--- src/rtl/data_sram_bridge.sv ---
// data_sram_bridge: converts the M-stage load/store into a single SRAM-like
// data bus transaction (req/addr_ok/data_ok) and stalls the pipeline until
// the data phase completes. At most one transaction is in flight.
// Optional: define DSRAM_BRIDGE_PERF_EN to add saturating performance counters.
module data_sram_bridge #(
    parameter int ADDR_W   = 32,
    parameter int DATA_W   = 32,
    parameter int KSEG_MAP = 1
) (
    input  logic                clk,
    input  logic                rst,
    input  logic [DATA_W/8-1:0] readEnM,
    input  logic [DATA_W/8-1:0] writeEnM,
    input  logic [ADDR_W-1:0]   aluoutM,
    input  logic [DATA_W-1:0]   writedata_decodedM,
    input  logic [1:0]          size,
    input  logic [31:0]         exceptTypeM,
    input  logic                flush_except,
    input  logic                stallM,
    output logic [DATA_W-1:0]   readdataM,
    output logic                stallreq_from_mem,
    output logic                data_req,
    output logic                data_wr,
    output logic [1:0]          data_size,
    output logic [ADDR_W-1:0]   data_addr,
    output logic [DATA_W/8-1:0] data_wstrb,
    output logic [DATA_W-1:0]   data_wdata,
    input  logic                data_addr_ok,
    input  logic [DATA_W-1:0]   data_rdata,
    input  logic                data_data_ok
`ifdef DSRAM_BRIDGE_PERF_EN
    ,
    output logic [31:0]         perf_stall_cycles,
    output logic [31:0]         perf_accesses
`endif
);

    localparam int STRB_W = DATA_W / 8;

    typedef enum logic [2:0] {
        S_IDLE,
        S_REQ,
        S_WAIT,
        S_HOLD,
        S_CANCEL
    } state_e;

    typedef struct packed {
        logic              wr;
        logic [1:0]        size;
        logic [ADDR_W-1:0] addr;
        logic [STRB_W-1:0] wstrb;
        logic [DATA_W-1:0] wdata;
    } bus_req_t;

    state_e            state_q, state_d;
    bus_req_t          req_q, req_d;
    logic              discard_q, discard_d;
    logic [DATA_W-1:0] readdata_q, readdata_d;

    bus_req_t new_req;
    bus_req_t bus_cur;
    logic     acc;
    logic     req_c;
    logic     stall_c;

    // kseg0/kseg1 are unmapped windows onto the low 512MB of physical space
    function automatic logic [ADDR_W-1:0] map_addr(input logic [ADDR_W-1:0] va);
        logic [ADDR_W-1:0] pa;
        pa = va;
        if ((KSEG_MAP != 0) && (va[ADDR_W-1 -: 2] == 2'b10))
            pa[ADDR_W-1 -: 3] = 3'b000;
        return pa;
    endfunction

    // Decode the M-stage access into a bus request; stores win over loads
    always_comb begin
        acc           = ((|readEnM) | (|writeEnM)) & (exceptTypeM == 32'd0) & ~flush_except;
        new_req.wr    = |writeEnM;
        new_req.size  = size;
        new_req.addr  = map_addr(aluoutM);
        new_req.wstrb = (|writeEnM) ? writeEnM : '0;
        new_req.wdata = writedata_decodedM;
    end

    // Next-state, bus drive and load-data capture
    always_comb begin
        state_d    = state_q;
        req_d      = req_q;
        discard_d  = discard_q;
        readdata_d = readdata_q;
        req_c      = 1'b0;
        stall_c    = 1'b0;
        bus_cur    = '0;
        case (state_q)
            S_IDLE: begin
                if (acc) begin
                    req_c     = 1'b1;
                    stall_c   = 1'b1;
                    bus_cur   = new_req;
                    req_d     = new_req;
                    discard_d = 1'b0;
                    state_d   = data_addr_ok ? S_WAIT : S_REQ;
                end
            end
            S_REQ: begin
                // request cannot be withdrawn; a flush only marks it for discard
                req_c   = 1'b1;
                stall_c = 1'b1;
                bus_cur = req_q;
                if (flush_except)
                    discard_d = 1'b1;
                if (data_addr_ok) begin
                    state_d   = (discard_q | flush_except) ? S_CANCEL : S_WAIT;
                    discard_d = 1'b0;
                end
            end
            S_WAIT: begin
                stall_c = 1'b1;
                if (data_data_ok) begin
                    if (flush_except) begin
                        state_d = S_IDLE;
                    end else begin
                        if (!req_q.wr)
                            readdata_d = data_rdata;
                        state_d = S_HOLD;
                    end
                end else if (flush_except) begin
                    state_d = S_CANCEL;
                end
            end
            S_HOLD: begin
                // wait for other stall sources so the same access is not reissued
                if (!stallM)
                    state_d = S_IDLE;
            end
            S_CANCEL: begin
                stall_c = acc;
                if (data_data_ok)
                    state_d = S_IDLE;
            end
            default: begin
                state_d = S_IDLE;
            end
        endcase
    end

    // State and latched request registers
    always_ff @(posedge clk or negedge rst) begin
        if (!rst) begin
            state_q    <= S_IDLE;
            req_q      <= '0;
            discard_q  <= 1'b0;
            readdata_q <= '0;
        end else begin
            state_q    <= state_d;
            req_q      <= req_d;
            discard_q  <= discard_d;
            readdata_q <= readdata_d;
        end
    end

    // Combinational outputs are forced low while reset is asserted
    always_comb begin
        data_req          = req_c & rst;
        stallreq_from_mem = stall_c & rst;
        data_wr           = bus_cur.wr & rst;
        data_size         = rst ? bus_cur.size  : 2'b00;
        data_addr         = rst ? bus_cur.addr  : '0;
        data_wstrb        = rst ? bus_cur.wstrb : '0;
        data_wdata        = rst ? bus_cur.wdata : '0;
        readdataM         = readdata_q;
    end

`ifdef DSRAM_BRIDGE_PERF_EN
    logic [31:0] perf_stall_q, perf_stall_d;
    logic [31:0] perf_acc_q, perf_acc_d;

    // Saturating counters: stall cycles and completed accesses
    always_comb begin
        perf_stall_d = perf_stall_q;
        perf_acc_d   = perf_acc_q;
        if (stallreq_from_mem && (perf_stall_q != 32'hFFFF_FFFF))
            perf_stall_d = perf_stall_q + 32'd1;
        if ((state_q == S_WAIT) && data_data_ok && (perf_acc_q != 32'hFFFF_FFFF))
            perf_acc_d = perf_acc_q + 32'd1;
    end

    // Counter registers
    always_ff @(posedge clk or negedge rst) begin
        if (!rst) begin
            perf_stall_q <= 32'd0;
            perf_acc_q   <= 32'd0;
        end else begin
            perf_stall_q <= perf_stall_d;
            perf_acc_q   <= perf_acc_d;
        end
    end

    assign perf_stall_cycles = perf_stall_q;
    assign perf_accesses     = perf_acc_q;
`endif

endmodule

--- config.mk ---
export PLATFORM = sky130hd
export DESIGN_NAME = data_sram_bridge
export DESIGN_NICKNAME = d
export VERILOG_FILES = /design/src/rtl/data_sram_bridge.sv
export SDC_FILE = /design/constraint.sdc
export NUM_CORES = 1
export LEC_CHECK = 0
export CORE_MARGIN = 2
export CORE_UTILIZATION = 38
export DETAILED_ROUTE_END_ITERATION = 12
export GPL_ROUTABILITY_DRIVEN = 0
export PLACE_DENSITY = 0.78
export SYNTH_ARGS = -nofsm -noshare
export SYNTH_HDL_FRONTEND = slang
export SYNTH_SLANG_ARGS = --single-unit
--- constraint.sdc ---
create_clock -name clk -period 2 [get_ports clk]
set_input_delay 0.3 -clock clk [delete_from_list [all_inputs] [get_ports clk]]
set_output_delay 0.3 -clock clk [all_outputs]
set_load 0.05 [all_outputs]
**Yosys cells after proc, flatten, opt, wreduce, memory -nomap -nowiden**

Cells that the tools add are included.

- Eq/ne operators: 11
- Muxes and demuxes: 25
- Bitwise logic cells: 9
- Reduce and logical (&&, ||, !) cells: 10

Operators by type and width:

| kind | count |
|---|---|
| 71-bit one-hot mux with 2 select lines | 1 |
| 71-bit two-way mux | 1 |
| 32-bit two-way mux | 2 |
| 32-bit zero test | 1 |
| 3-bit two-way mux | 8 |
| 3-bit one-hot mux with 5 select lines | 1 |
| 4-bit two-way mux | 2 |
| 2-bit != test, second input constant | 4 |
| 4-bit OR reduction | 2 |
| 3-bit by 2-bit equality test with 1-bit output, second input constant | 2 |
| 2-bit two-way mux | 3 |
| 3-bit != test, second input constant | 2 |
| 1-bit AND | 5 |
| 5-bit AND reduction | 1 |
| 1-bit two-way mux | 4 |
| 1-bit one-hot mux with 2 select lines | 2 |
| 4-bit AND reduction | 1 |
| 3-bit by 1-bit equality test with 1-bit output, second input constant | 1 |
| 3-bit equality test, second input constant | 1 |
| 3-bit zero test | 1 |
| 1-bit one-hot mux with 3 select lines | 1 |
| 3-bit AND reduction | 1 |
| 2-bit equality test, second input constant | 1 |
| 1-bit NOT | 2 |
| other kinds (4) | 5 |

- Register bits after elaboration: 107
- Logic and storage cells: 63

**Longest topological paths before layout**

- Depth after elaboration: 7
- Gate-level depth with buffers: 6

**Least setup slack after synthesis**

OpenSTA, ideal clock, no wires.

- Path type: input-to-output
- Start: input flush_except
- End: output stallreq_from_mem
- Arrival time: 2.464 ns
- Setup slack: -0.764 ns
- Cell stages on the path: 5
- Path through: buf_6 nor4_4 nand4_2 or3_2 o21ai_0

- Cells in the longest elaborated chain, start to end: 5

Ends and longest elaborated chain:

| item | line | RTL |
|---|---|---|
| start: declaration | 18 | `input logic flush_except,` |
| 1-bit NOT (no line) * | n/a |  |
| 1-bit AND * | 78 | `acc = ((\|readEnM) \| (\|writeEnM)) & (exceptTypeM == 32'd0) & ~flush_except;` |
| 1-bit two-way mux | 97 | `if (acc) begin` |
| 1-bit one-hot mux with 3 select lines * | 95 | `case (state_q)` |
| 1-bit AND * | 166 | `stallreq_from_mem = stall_c & rst;` |
| end: declaration | 21 | `output logic stallreq_from_mem,` |

Mark *: on every way between the ends. The rest lies on a longest branch, timed or not.

**Worst setup path after layout**

- Start: input exceptTypeM[31]
- End: output data_addr[22]

- Cells in the longest elaborated chain, start to end: 6

Ends and longest elaborated chain:

| item | line | RTL |
|---|---|---|
| start: declaration | 17 | `input logic [31:0] exceptTypeM,` |
| 32-bit zero test | 78 |  |
| 1-bit AND (2 in series) | 78 |  |
| 71-bit two-way mux | 97 |  |
| 71-bit one-hot mux with 2 select lines | 95 |  |
| 32-bit two-way mux | 169 | `data_addr = rst ? bus_cur.addr : '0;` |
| end: declaration | 25 | `output logic [ADDR_W-1:0] data_addr,` |

Every way passes these cells.

==> out/metrics.yaml <==
io_pins: 249
synth_cell_type_count: 46
placed_area_sq_um: 9260
rsz0062_at_grt: "yes"
fin_crit_ns: 2.33
cts.htree.levels: 3
finalCritPeriodShare_pct: 117
path_class: "in -> out"
powerDensity_nw_per_um2: 442
insertion_delay_ns: 0.35
fmax_mhz: 429
drc_errors: 0
io_buffers: 248
avgSynthCellArea_sq_um: 14.4
grt_max_degree: 86
final_common_cell: "clkdlybuf4s50_1"
rows: 43
ys_seq_elements: 107
yosys_warnings: 0
synth.net_count: 518
drt_wl_total_mm: 17.6
path_clk_slew_ns: 0.07
cts_tree: "done"
core_sq_um: 13800
dpl.hpwl_mm: 11.9
startpoint_type: "input pin"
fin_setup_tns_ns: -29.65
ant_nets: 0
start_util_pct: 38.9
pre_cts_ws_ns: -0.686
fin_cells: 856
clock_sinks: 107
dieWidth_microns: 123
dp.cells: 815
cap_violations: 0
drt-pass1-iter-count: 4
antenna_found_initial: 0
failed_checks: "negative setup slack"
maxSlewViolCount: 0
cp.required_ns: 1.70
drive_above_1_share_pct: 55.6
status: "complete, but fails checks"
via_per_inst: 5.23
wl_per_cell_microns: 20.6
cts-root-buf: "clkbuf_16"
final_cell_mix: "133 x clkdlybuf4s50_1, 107 x dfrtp_1, 85 x buf_12"
globalRouteOverflowTotal: 0
setup_viol: 142
area_growth_pct: 91.7
synthFlopType: "dfrtp_1"
n_antenna_cell: 0
postLayoutSetupSlackWorst_ns: -0.332
arrival_ns: 2.03
seq_area_frac_synth_pct: 49.8
die-area_sq_um: 15100
irDropWorstVdd_uv: 391
worstMarginPinSlew_ns: 1.08
hold_viol_final: 0
cts_buffer_depth: 2
hold_path_class: "in -> reg"
grt_pass1_vias: 4575
cp_max_fo: 8
synthArstFlopShare_pct: 100
fin_area_sq_um: 10300
drtIter0Drc: 146
cts_buffers: 9
final_core_util_pct: 74.6
grt_usage_pct: 21.4
synth_edf_count: 0
synth_area_sq_um: 5380
critPathCaptureType: "output pin"
fin_skew_ns: 0.0133
slew-limit-headroom_pct: 27.8
leakage_nw: 4.81
die_y_microns: 123
synthCells: 374
vias: 4477
grt_first_pass_wirelength_mm: 24.9
fin_nets: 815
[cell families after synthesis]
family	Yosys count	share of synthesized area, %
xor+xnor	1	0.163
buf+inv	33	3.49
compound gates	90	14.2
mux	103	26.4
simple gates	40	6.05
flops	107	49.8
[synthesized netlist by cell type, drive strengths merged, types with 2 or more instances]
cell type | number | area, sq um
or4 | 3 | 27.5
nor2 | 6 | 25.0
o31ai | 2 | 15.0
a22o | 70 | 613
o21ai | 4 | 20.0
a21oi | 4 | 20.0
o211ai | 2 | 28.8
nand2 | 6 | 22.5
clkbuf | 18 | 67.6
nand2b | 2 | 12.5
mux2 | 102 | 1410
nand3 | 2 | 15.0
nor4 | 9 | 133
inv | 4 | 15.0
buf | 11 | 105
dfrtp | 107 | 2680
nor2b | 3 | 18.8
[where the power goes]
part	leakage [nW]	internal, W	total (W)	switching, W
logic	3.16	0.000268	0.000460	0.000191
registers	1.49	0.00217	0.00217	0.00000314
clock network	0.156	0.00111	0.00193	0.000824
[stage by stage]
stage / hold slack (ns) / total power, W
floorplan: 0.00441 / 0.00227
global placement: 0.350 / 0.00266
detailed placement: 0.365 / 0.00267
CTS: 0.266 / 0.00459
global route: 0.233 / 0.00474
finish: 0.232 / 0.00456
[routing by layer]
| metal | global-route usage, % | wire length [microns] | share of wire (%) | up-vias |
|---|---|---|---|---|
| met5 | 0 | 0 | 0 | - |
| met3 | 7.06 | 1500 | 8.5 | 18 |
| li1 | - | - | - | 2036 |
| met2 | 36.3 | 9030 | 51 | 184 |
| met1 | 26.1 | 6850 | 39 | 2239 |
| met4 | 6.18 | 234 | 1.3 | 0 |
[worst max-delay path, cell delays in order]
cell and delay [ns]:
clkdlybuf4s15_1 0.22, nor4_4 0.21, nand4_4 0.19, nor4_4 0.43
buf_6 0.23, clkbuf_16 0.18, a22o_4 0.13, buf_12 0.13
[timing repair]
action / in CTS / in global routing
hold buffers: 1 / 0
setup endpoints to repair: 144 / 138
pin swaps: 15 / 21
gates resized for setup: 104 / 113
gates cloned: 1 / 8
buffers inserted: 3 / 16
hold endpoints to repair: 22 / 0
[final timing paths]
path                                                start                   endpoint  slack, ns  cells past startpoint
worst max register to register     state_q[1]$_DFFE_PN0P_      req_q[29]$_DFFE_PN0P_      -0.06                      9
worst min-delay path                          writeEnM[1]      req_q[33]$_DFFE_PN0P_       0.23                      2
worst max-delay path                      exceptTypeM[31]              data_addr[22]      -0.33                      8
min in group asynchronous                             rst  readdataM[13]$_DFFE_PN0P_       0.33                      2
worst min register to register  readdataM[11]$_DFFE_PN0P_  readdataM[11]$_DFFE_PN0P_       0.49                      1
max in group asynchronous                             rst      req_q[66]$_DFFE_PN0P_       0.97                      2
[registers in the layout, summed over array words and instances, names as in the netlist]
signal     flops
state_q        3
readdataM     32
discard_q      1
req_q         71
[area by class of cell]
cell class | instances | area, sq um
multi-input cells | 234 | 3080
repair buffers | 315 | 3990
flip-flops and latches | 107 | 2680
clock buffers | 9 | 225
well taps | 180 | 225
fillers | 780 | 3510
inverters | 4 | 15.0
clock inverters | 7 | 98.8
Note: power is estimated with default switching activity, not from simulation.
